## src/rtl/shift_left_seq.sv

```systemverilog
// Sequential left shifter: shifts the operand by one bit per cycle, then
// registers the result with a done pulse and a sticky overflow flag.
module shift_left_seq #(
  parameter int unsigned WIDTH = 20,
  parameter int unsigned CNTW  = 4
) (
  input  logic             clk,
  input  logic             rst_n,
  input  logic             start,
  input  logic [WIDTH-1:0] a,
  input  logic [CNTW-1:0]  b,
  output logic [WIDTH-1:0] c,
  output logic             busy,
  output logic             done,
  output logic             ovf
);

  typedef enum logic {IDLE, SHIFT} state_t;

  state_t           state, state_nx;
  logic [WIDTH-1:0] acc, acc_nx, c_nx;
  logic [CNTW-1:0]  cnt, cnt_nx;
  logic             ovf_acc, ovf_acc_nx, ovf_nx, busy_nx, done_nx;

  always_ff @(posedge clk or negedge rst_n) begin
    if (!rst_n) begin
      state   <= IDLE;
      acc     <= '0;
      cnt     <= '0;
      ovf_acc <= 1'b0;
      c       <= '0;
      ovf     <= 1'b0;
      busy    <= 1'b0;
      done    <= 1'b0;
    end else begin
      state   <= state_nx;
      acc     <= acc_nx;
      cnt     <= cnt_nx;
      ovf_acc <= ovf_acc_nx;
      c       <= c_nx;
      ovf     <= ovf_nx;
      busy    <= busy_nx;
      done    <= done_nx;
    end
  end

  always_comb begin
    state_nx   = state;
    acc_nx     = acc;
    cnt_nx     = cnt;
    ovf_acc_nx = ovf_acc;
    c_nx       = c;
    ovf_nx     = ovf;
    busy_nx    = busy;
    done_nx    = 1'b0;
    case (state)
      IDLE: begin
        if (start) begin
          acc_nx     = a;
          cnt_nx     = b;
          ovf_acc_nx = 1'b0;
          busy_nx    = 1'b1;
          state_nx   = SHIFT;
        end
      end
      SHIFT: begin
        if (cnt != '0) begin
          acc_nx     = {acc[WIDTH-2:0], 1'b0};
          ovf_acc_nx = ovf_acc | acc[WIDTH-1];
          cnt_nx     = cnt - 1'b1;
        end else begin
          // Result and flag only move here, so they hold across the whole shift.
          c_nx     = acc;
          ovf_nx   = ovf_acc;
          done_nx  = 1'b1;
          busy_nx  = 1'b0;
          state_nx = IDLE;
        end
      end
      default: state_nx = IDLE;
    endcase
  end

endmodule

```

## config.mk

```make
export PLATFORM = sky130hd
export DESIGN_NAME = shift_left_seq
export DESIGN_NICKNAME = d
export VERILOG_FILES = /design/src/rtl/shift_left_seq.sv
export SDC_FILE = /design/constraint.sdc
export NUM_CORES = 1
export LEC_CHECK = 0
export ABC_AREA = 1
export BUFFER_PORTS_ARGS = -buffer_cell sky130_fd_sc_hd__buf_2
export CAP_MARGIN = 20
export CORE_MARGIN = 4
export CORE_UTILIZATION = 47
export DETAILED_ROUTE_END_ITERATION = 8
export GPL_TIMING_DRIVEN = 0
export HOLD_SLACK_MARGIN = 0.08
export PLACE_DENSITY = 0.7
export SYNTH_ARGS = -nofsm -noshare
export SYNTH_HDL_FRONTEND = slang
export SYNTH_SLANG_ARGS = --single-unit
```

## constraint.sdc

```tcl
create_clock -name clk -period 2 [get_ports clk]
set_clock_uncertainty 0.1 [all_clocks]
set_input_delay 0.4 -clock clk [delete_from_list [all_inputs] [get_ports clk]]
set_output_delay 0.4 -clock clk [all_outputs]
set_load 0.05 [all_outputs]
```

==> results of run 1 <==
## power breakdown
part | internal (W) | leakage, nW | switching [W]
clock network | 0.000242 | 0.0439 | 0.000327
logic | 0.000759 | 0.706 | 0.00186
registers | 0.00144 | 0.618 | 0.000187
## worst max-delay path: cells and delay by family (launching register included)
| family | cells | cell delay (ns) |
|---|---|---|
| compound gates | 1 | 0.05 |
| fa+ha+maj | 1 | 0.21 |
| buf+inv | 2 | 0.34 |
| flops | 1 | 0.38 |
| simple gates | 4 | 0.44 |
## final cells by class
cell class | instances | area share
well taps | 52 | 0.02495
inverters | 30 | 0.04319
clock buffers | 5 | 0.02639
plain buffers | 12 | 0.03791
repair buffers | 51 | 0.1056
flip-flops and latches | 49 | 0.4703
clock inverters | 3 | 0.006718
multi-input cells | 156 | 0.2850
## metrics by stage
| stage | std cells | hold WS [ns] | area, um^2 | total power [W] | util |
|---|---|---|---|---|---|
| CTS | 356 | 0.2285 | 2577 | 0.004843 | 0.5839 |
| global route | 358 | 0.2421 | 2608 | 0.005255 | 0.5907 |
| floorplan | 247 | 0.004409 | 2181 | 0.003651 | - |
| finish | 358 | 0.2290 | 2608 | 0.004812 | 0.5907 |
| detailed placement | 348 | 0.3635 | 2491 | 0.004275 | 0.5643 |
| global placement | 348 | 0.3621 | 2491 | 0.004212 | 0.5643 |
## state kept, by name, indices dropped and copies added, names as in the netlist
signal and count:
ovf 1, ovf_acc 1, state 1, acc 20, c 20, done 1, cnt 4, busy 1
## cells in the mapped netlist
| cell | n |
|---|---|
| a21oi_1 | 1 |
| buf_2 | 3 |
| buf_4 | 1 |
| buf_6 | 6 |
| clkbuf_1 | 1 |
| clkbuf_2 | 1 |
| dfrtp_1 | 49 |
| ha_1 | 1 |
| inv_1 | 29 |
| inv_2 | 1 |
| nand2_1 | 75 |
| nand2_2 | 1 |
| nand2_4 | 2 |
| nand3_1 | 5 |
| nor2_1 | 4 |
| nor2_4 | 1 |
| o21ai_0 | 32 |
| o21ai_1 | 25 |
| o21ai_2 | 9 |
## layer usage
metal | vias up | wire (um) | track usage
met1 | 800 | 2184 | 0.2477
met3 | 2 | 296 | 0.05083
met2 | 59 | 2225 | 0.2705
met5 | - | 0 | 0
met4 | 0 | 27 | 0.04720
li1 | 896 | - | -
## cell families (layout without fill, tap and decap cells)
kind of cell,count (synthesis),in the layout,share of synthesized area
AOI/OAI and AO/OA,67,67,0.1692
DFF,49,49,0.5623
adders and majority gates,1,1,0.005736
buffers and inverters,42,101,0.09695
and+or+nand+nor,88,88,0.1658
## final timing paths
path                       startpoint       to  slack [ns]  cells past startpoint
hold / removal                   a[0]   acc[0]        0.23                      3
hold reg to reg                  c[2]     c[2]        0.38                      2
max in group asynchronous       rst_n  acc[10]        0.93                      3
setup / recovery               cnt[0]     c[5]        0.36                      8
min in group asynchronous       rst_n     c[4]        0.39                      2
setup reg to reg               cnt[0]     c[5]        0.36                      8
==> run_results.csv, run 1 <==
group,metric,value,unit
cells_and_area,drive_gt1_frac,0.2712,
cells_and_area,syn_to_final_growth,19.56,%
clock_tree,cts_max_level,2,
clock_tree,cts_buffers,5,
drt,vias_per_cell,4.908,
die,die_h,76.12,um
clock_tree,cts_root_buffer,"clkbuf_8",
grt,grt_use_total,0.1772,
timing,max-slew-margin-rel,0.7336,
critical_path,end_kind,"flop",
critical_path,start_kind,"flop",
synth,synth_top_area_frac,0.5622,
pwr,power_density,1845,nW/um^2
synth,post_synth_instance_area,2181,um^2
pwr,p_leak,1.368,nW
critical_path,crit_type,"reg -> reg",
timing,finalHoldViolCount,0,
die,core-area,4414,um^2
grt,grt_overflow_total,0,
timing,slew_viol_final,0,
critical_path,worstPathRequired,2.09,ns
clock_tree,cts_hold_buffers,0,
drt,drt-total-wl,4735,um
critical_path,crit_chain,"inv_1 -> ha_1 -> nand2_1 -> nor2_4 -> nand2_2 -> buf_2 -> nand2_1 -> o21ai_2",
clock_tree,cts_tree,"done",
timing,fin_crit,1.640,ns
synth,synthTopCellsByArea,"dfrtp_1 56%, nand2_1 13%, o21ai_0 7.3%",
drt,first_pass_iters,4,
die,num_rows,24,
critical_path,critPathMaxStageDelay,0.38,ns
timing,postLayoutSetupSlackWorst,0.3600,ns
die,fp.dieW,76.12,um
synth,synth_warnings,0,
cells_and_area,layout_commonest_cell,"nand2_1",
cells_and_area,num_antenna_cells,0,
timing,min_period_over_period,0.8200,
timing,fmax,609.8,MHz
synth,ys_seq_area_frac,0.5622,
placement,gp_congestion,0.8040,
timing,grt_setup_unrepaired,"false",
cells_and_area,fillCellCount,403,
die,start_util,0.4940,
placement,place_hpwl,3374,um
clock_tree,clk_pin_slew_worst_paths,0.09,ns
drt,drt_iter0_drc,159,
placement,portBuffers,49,
drt,drc,0,
synth,yosysUniqueCellTypes,19,
grt,grt_pass1_vias,1768,
flow_run,maxCapViolations,0,
pwr,irDropWorstVdd,0.0008014,V
drt,post_drt_wl_per_cell,13.23,um
timing,tightest_slew,0.3996,ns
clock_tree,cts-resized-gates,0,
die,dieArea,5794,um^2
cells_and_area,regArea,1226,um^2
synth,synth_cells,247,
cells_and_area,mostFrequentLayoutCells,"75 x nand2_1, 52 x buf_2, 49 x dfrtp_1",
cells_and_area,multi_input_area,743.2,um^2
cells_and_area,fin_nets,333,
grt,antenna_found_initial,0,
placement,dp_worst_setup_slack,0.3566,ns
clock_tree,clk_path_buf_depth,2,
clock_tree,postCtsSetupBuffers,0,
synth,synth_nets,275,
critical_path,path_max_fanout,10,
timing,setup_viol,0,
synth,avgSynthCellArea,8.829,um^2
critical_path,cp.arrival,1.73,ns
timing,fin_setup_tns,0,ns
synth,synth_seq_cells,49,
clock_tree,clk_latency,0.30,ns
die,boundaryPins,50,
worst_hold_path,hold_path.class,"in -> reg",
grt,grt_max_degree,50,
drt,vias,1757,
drt,ant_nets,0,
outcome,outcome,"complete, no violations",
synth,synth_top_area_cell,"dfrtp_1",
clock_tree,numClockSinks,49,
critical_path,slowest_stage,"dfrtp_1",
grt,grt_pass1_wl,8404,um
critical_path,cp_common_cell,"nand2_1",
(Power assumes the default switching activity.)
==> run 2: changes to the inputs <==
- ABC_AREA: 1 -> 0
- PLACE_DENSITY: 0.7 -> 0.73
- clock period: 2 -> 1.45 ns (I/O delays scaled with it)
==> run_results.csv, run 2 <==
group,metric,value,unit
outcome,outcome,"finished, violations left",
drt,drt_iter0_drc,54,
synth,synthAdderAreaFrac,0.005615,
synth,synth_seq_cells,49,
pwr,irDropWorstVdd,0.001369,V
placement,place_hpwl,2986,um
synth,synthSimpleGateAreaFrac,0.02246,
pwr,p_leak,1.494,nW
synth,postSynth.asyncResetShare,1.000,
worst_hold_path,min_path_cells,3,
critical_path,path_max_fanout,5,
timing,tightest_slew,0.4326,ns
clock_tree,numClockSinks,49,
cells_and_area,drive_gt1_frac,0.6422,
synth,ys_seq_area_frac,0.5503,
pwr,power_density,2701,nW/um^2
synth,synth-edff-count,0,
synth,synthTopCellsByArea,"dfrtp_1 55%, mux2_2 21%, mux2_4 11%",
timing,fin_crit,1.839,ns
clock_tree,cts_max_level,2,
grt,grt_pass1_vias,1541,
critical_path,start_kind,"flop",
pwr,power.total,0.007898,W
die,core-area,4474,um^2
timing,finalHoldViolCount,0,
synth,synth_cells,149,
worst_hold_path,holdCritStartpoint,"b[1]",
synth,synth_compound_area_frac,0.03874,
die,num_rows,24,
drt,drt-total-wl,4700,um
cells_and_area,fin_nets,245,
die,fp.dieW,76.86,um
die,boundaryPins,50,
critical_path,ff2ff_path_depth,7,
die,dieArea,5907,um^2
drt,vias_per_cell,5.230,
critical_path,cpLargestDelayFamily,"buffers and inverters",
cells_and_area,top_regs,"acc x20, c x20, cnt x4",
clock_tree,clk_latency,0.30,ns
die,start_util,0.4980,
critical_path,r2r-start,"cnt[1]",
critical_path,regToRegSetupSlack,-0.39,ns
outcome,violations,"negative setup slack",
timing,grt_setup_unrepaired,"true",
synth,synth_most_common_cell,"dfrtp_1",
synth,synth_top_family_by_area,"multiplexers",
cells_and_area,syn_to_final_growth,31.22,%
synth,synth-xor-area-share,0,
cells_and_area,stdcell_area,2924,um^2
synth,synth_mux_area_frac,0.3442,
synth,ys_top_cells_by_count,"49 x dfrtp_1, 41 x mux2_2, 17 x mux2_4",
cells_and_area,fillCellCount,330,
synth,yosysUniqueCellTypes,23,
die,die_h,76.86,um
critical_path,worstPathRequired,1.54,ns
critical_path,crit_chain,"inv_2 -> ha_4 -> nor4bb_4 -> buf_6 -> buf_12 -> clkbuf_16 -> mux2_4",
drt,vias,1412,
critical_path,crit_type,"reg -> reg",
critical_path,cp.arrival,1.93,ns
clock_tree,clk_path_buf_depth,2,
drt,first_pass_iters,4,
critical_path,crit_buf_inv,4,
synth,synthFlopType,"dfrtp_1",
critical_path,critPathMaxStageDelay,0.40,ns
grt,antenna_found_initial,0,
synth,synth_warnings,0,
drt,post_drt_wl_per_cell,17.41,um
timing,max-slew-margin-rel,0.7116,
timing,min_period_over_period,1.268,
cells_and_area,num_antenna_cells,0,
placement,portBuffers,48,
grt,grt_use_total,0.1587,
timing,whs,0.1775,ns
flow_run,maxCapViolations,0,
drt,ant_nets,0,
synth,synth_top_area_cell,"dfrtp_1",
critical_path,end_kind,"flop",
synth,post_synth_instance_area,2228,um^2
synth,synth_nets,177,
placement,place_area,2565,um^2
clock_tree,cts_root_buffer,"clkbuf_8",
grt,grt_max_degree,50,
grt,grt_pass1_wl,7527,um
grt,grt_overflow_total,0,
cells_and_area,mostFrequentLayoutCells,"49 x dfrtp_1, 48 x buf_2, 31 x mux2_4",
clock_tree,cts_tree,"done",
worst_hold_path,hold_path.class,"in -> reg",
timing,slew_viol_final,0,
synth,synth_top_area_frac,0.5503,
placement,placed_cells,249,
timing,fmax,543.7,MHz
synth,avgSynthCellArea,14.96,um^2
drt,drc,0,
timing,postLayoutSetupSlackWorst,-0.3891,ns
timing,fin_setup_tns,-14.60,ns
clock_tree,clk_pin_slew_worst_paths,0.09,ns
cells_and_area,layout_commonest_cell,"dfrtp_1",
timing,setup_viol,46,
worst_hold_path,hold_end,"cnt[1]",
placement,gp_congestion,0.7203,
cells_and_area,fin_cells,270,
clock_tree,cts_buffers,5,
critical_path,slowest_stage,"dfrtp_1",
critical_path,rr_endpoint,"c[10]",
[run 2: layer usage]
metal	GRT usage	wire length (um)
met2	0.2570	2273
met4	0.04167	70
met1	0.1998	2038
met5	0	0
met3	0.05972	317
[run 2: repair_timing]
action | CTS | global route
cloned | 0 | 1
endpoints found under the hold margin | 0 | 17
gates resized for setup | 12 | 14
pin swaps | 2 | 1
hold buffers | 0 | 1
setup endpoints to repair | 47 | 49
setup buffers | 7 | 4
[run 2: through the flow]
step,worst slack (ns),utilization
6_report,-0.3891,0.6535
5_1_grt,-0.4447,0.6535
4_1_cts,-0.3274,0.6216
3_5_place_dp,-0.4578,0.5733
3_3_place_gp,-0.4028,0.5733
2_1_floorplan,-0.2521,-
[run 2: where the power goes]
group	switching (W)	internal, W
Clock	0.000464	0.000561
Sequential	0.000444	0.00201
Combinational	0.00220	0.00222
Total	0.00311	0.00479
[run 2: final cells by class]
cell class              count  area (um^2)  share of cell area
flip-flops and latches     49         1226              0.4193
well taps                  52        65.06             0.02225
plain buffers               9        103.9             0.03552
clock inverters             2        37.54             0.01284
multi-input cells          85        999.7              0.3419
clock buffers               6        82.58             0.02824
repair buffers             61        386.6              0.1322
inverters                   6        22.52            0.007702
[run 2: logic make-up after synthesis]
kind of cell,Yosys count
DFF,49
and+or+nand+nor,9
buffers and inverters,15
adders and majority gates,1
muxes,63
AOI/OAI and AO/OA,12
[run 2: how the worst max path moves through the flow]
stage	from	end	slack, ns	depth (start not counted)
floorplan	cnt[0]	acc[14]	-0.25	7
global placement	state	acc[8]	-0.40	4
detailed placement	state	acc[8]	-0.46	4
CTS	cnt[1]	acc[9]	-0.33	7
global route	cnt[1]	c[10]	-0.44	7
finish	cnt[1]	c[10]	-0.39	7
[run 2: worst reg2reg max path: stages, from the launching register on]
cell and delay (ns):
dfrtp_1 0.40, inv_2 0.09, ha_4 0.14, nor4bb_4 0.26
buf_6 0.19, buf_12 0.11, clkbuf_16 0.14, mux2_4 0.30
==> run 3: changes to the inputs <==
- CORE_UTILIZATION: 47 -> 35
- PLACE_DENSITY: 0.73 -> 0.57
==> run_results.csv, run 3 (synthesis results as in run 2) <==
group,metric,value,unit
drt,drt-total-wl,4672,um
critical_path,path_max_fanout,3,
pwr,power_density,2610,nW/um^2
clock_tree,cts_root_buffer,"clkbuf_8",
critical_path,end_kind,"flop",
placement,dp_worst_setup_slack,-0.4524,ns
drt,ant_nets,0,
placement,portBuffers,48,
placement,place_hpwl,3117,um
grt,grt_overflow_total,0,
cells_and_area,fin_nets,253,
worst_hold_path,hold_path.class,"in -> reg",
cells_and_area,fin_cells,301,
cells_and_area,syn_to_final_growth,37.51,%
pwr,seq_power_share,0.305,
grt,grt_pass1_wl,7845,um
clock_tree,clk_latency,0.30,ns
timing,setup_viol,46,
pwr,internal_power,0.004902,W
timing,finalHoldViolCount,0,
placement,gp_congestion,0.6638,
critical_path,crit_type,"reg -> reg",
drt,first_pass_iters,2,
critical_path,crit_start,"cnt[1]",
timing,fmax,559.8,MHz
die,start_util,0.3677,
drt,vias,1408,
grt,antenna_found_initial,0,
grt,grt_pass1_vias,1563,
die,fp.dieW,87.79,um
worst_hold_path,holdCritStartpoint,"a[0]",
pwr,pwr-share-clk,0.105,
grt,grt_max_degree,28,
worst_hold_path,min_path_cells,3,
pwr,p_comb_frac,0.590,
timing,postLayoutSetupSlackWorst,-0.3365,ns
timing,fin_crit,1.786,ns
drt,post_drt_wl_per_cell,15.52,um
critical_path,start_kind,"flop",
critical_path,ff2ff_path_depth,8,
pwr,irDropWorstVdd,0.001361,V
die,dieArea,7707,um^2
pwr,swShare,0.3870,
die,die_h,87.79,um
placement,placed_cells,273,
timing,fin_setup_tns,-12.31,ns
cells_and_area,top_regs,"acc x20, c x20, cnt x4",
outcome,outcome,"finished, violations left",
critical_path,r2r-start,"cnt[1]",
timing,grt_setup_unrepaired,"true",
die,num_rows,28,
drt,vias_per_cell,4.678,
clock_tree,cts_buffers,5,
clock_tree,cts_tree,"done",
outcome,violations,"negative setup slack",
clock_tree,numClockSinks,49,
timing,max-slew-margin-rel,0.6337,
die,boundaryPins,50,
grt,grt_use_total,0.1322,
cells_and_area,mostFrequentLayoutCells,"49 x dfrtp_1, 48 x buf_2, 38 x mux2_4",
critical_path,worstPathRequired,1.53,ns
clock_tree,clk_path_buf_depth,2,
cells_and_area,drive_gt1_frac,0.6549,
timing,whs,0.1650,ns
clock_tree,cts_max_level,2,
flow_run,maxCapViolations,0,
pwr,p_leak,1.565,nW
timing,tightest_slew,0.5495,ns
drt,drt_iter0_drc,59,
drt,drc,0,
cells_and_area,num_antenna_cells,0,
timing,slew_viol_final,0,
pwr,switchingPower,0.003094,W
die,core-area,6061,um^2
clock_tree,clk_pin_slew_worst_paths,0.09,ns
timing,min_period_over_period,1.232,
critical_path,cp.arrival,1.87,ns
cells_and_area,layout_commonest_cell,"dfrtp_1",
## run 3: path summary, 6_finish.rpt
path	endpoint	slack (ns)
worst min register to register	busy	0.41
max in group asynchronous	c[0]	0.31
min in group asynchronous	c[8]	0.40
worst max register to register	acc[12]	-0.34
worst min-delay path	acc[0]	0.17
worst max-delay path	acc[12]	-0.34
## run 3: per-stage QoR
step	power [W]	utilization	cell area, um^2
finish	0.007996	0.5056	3064
global route	0.008484	0.5056	3064
CTS	0.007993	0.5000	3030
global placement	0.006236	0.4280	2594
detailed placement	0.006300	0.4313	2614
floorplan	0.005520	-	2260
## run 3: final cells by class
type                    instances  area, um^2
inverters                       6       22.52
fillers                       550        2997
clock buffers                   6       82.58
plain buffers                   8       96.34
well taps                      75       93.84
clock inverters                 2       13.76
repair buffers                 70       503.0
multi-input cells              85        1026
flip-flops and latches         49        1226
## run 3: power by group through the flow
stage	registers (W)	clock network [W]	logic (W)
after floorplan	0.00334	0	0.00218
after global placement	0.00243	0	0.00381
after detailed placement	0.00244	0	0.00386
after CTS	0.00244	0.000881	0.00467
after global routing	0.00253	0.000941	0.00501
final	0.00244	0.000843	0.00472
## run 3: worst max-delay path, cell delays in order, from the launching register on
cell and delay [ns]:
dfrtp_1 0.37, inv_2 0.06, ha_4 0.15, nor4bb_4 0.14
buf_6 0.14, a21oi_4 0.14, buf_6 0.13, buf_4 0.11
mux2_2 0.32
## run 3: layer usage
metal | global-route usage | vias to the layer above | routed length [um]
li1 | - | 683 | -
met1 | 0.1850 | 682 | 2318
met2 | 0.1966 | 38 | 2011
met3 | 0.04233 | 5 | 293
met4 | 0.03766 | 0 | 48
met5 | 0 | - | 0
## run 3: repair_timing
action                                  CTS  global route
setup buffers                            15             4
endpoints found under the hold margin    22             0
pin swaps                                 3             1
cloned                                    1             0
endpoints found under the setup margin   47            48
resized for setup                        39             5
hold buffers                              1             0
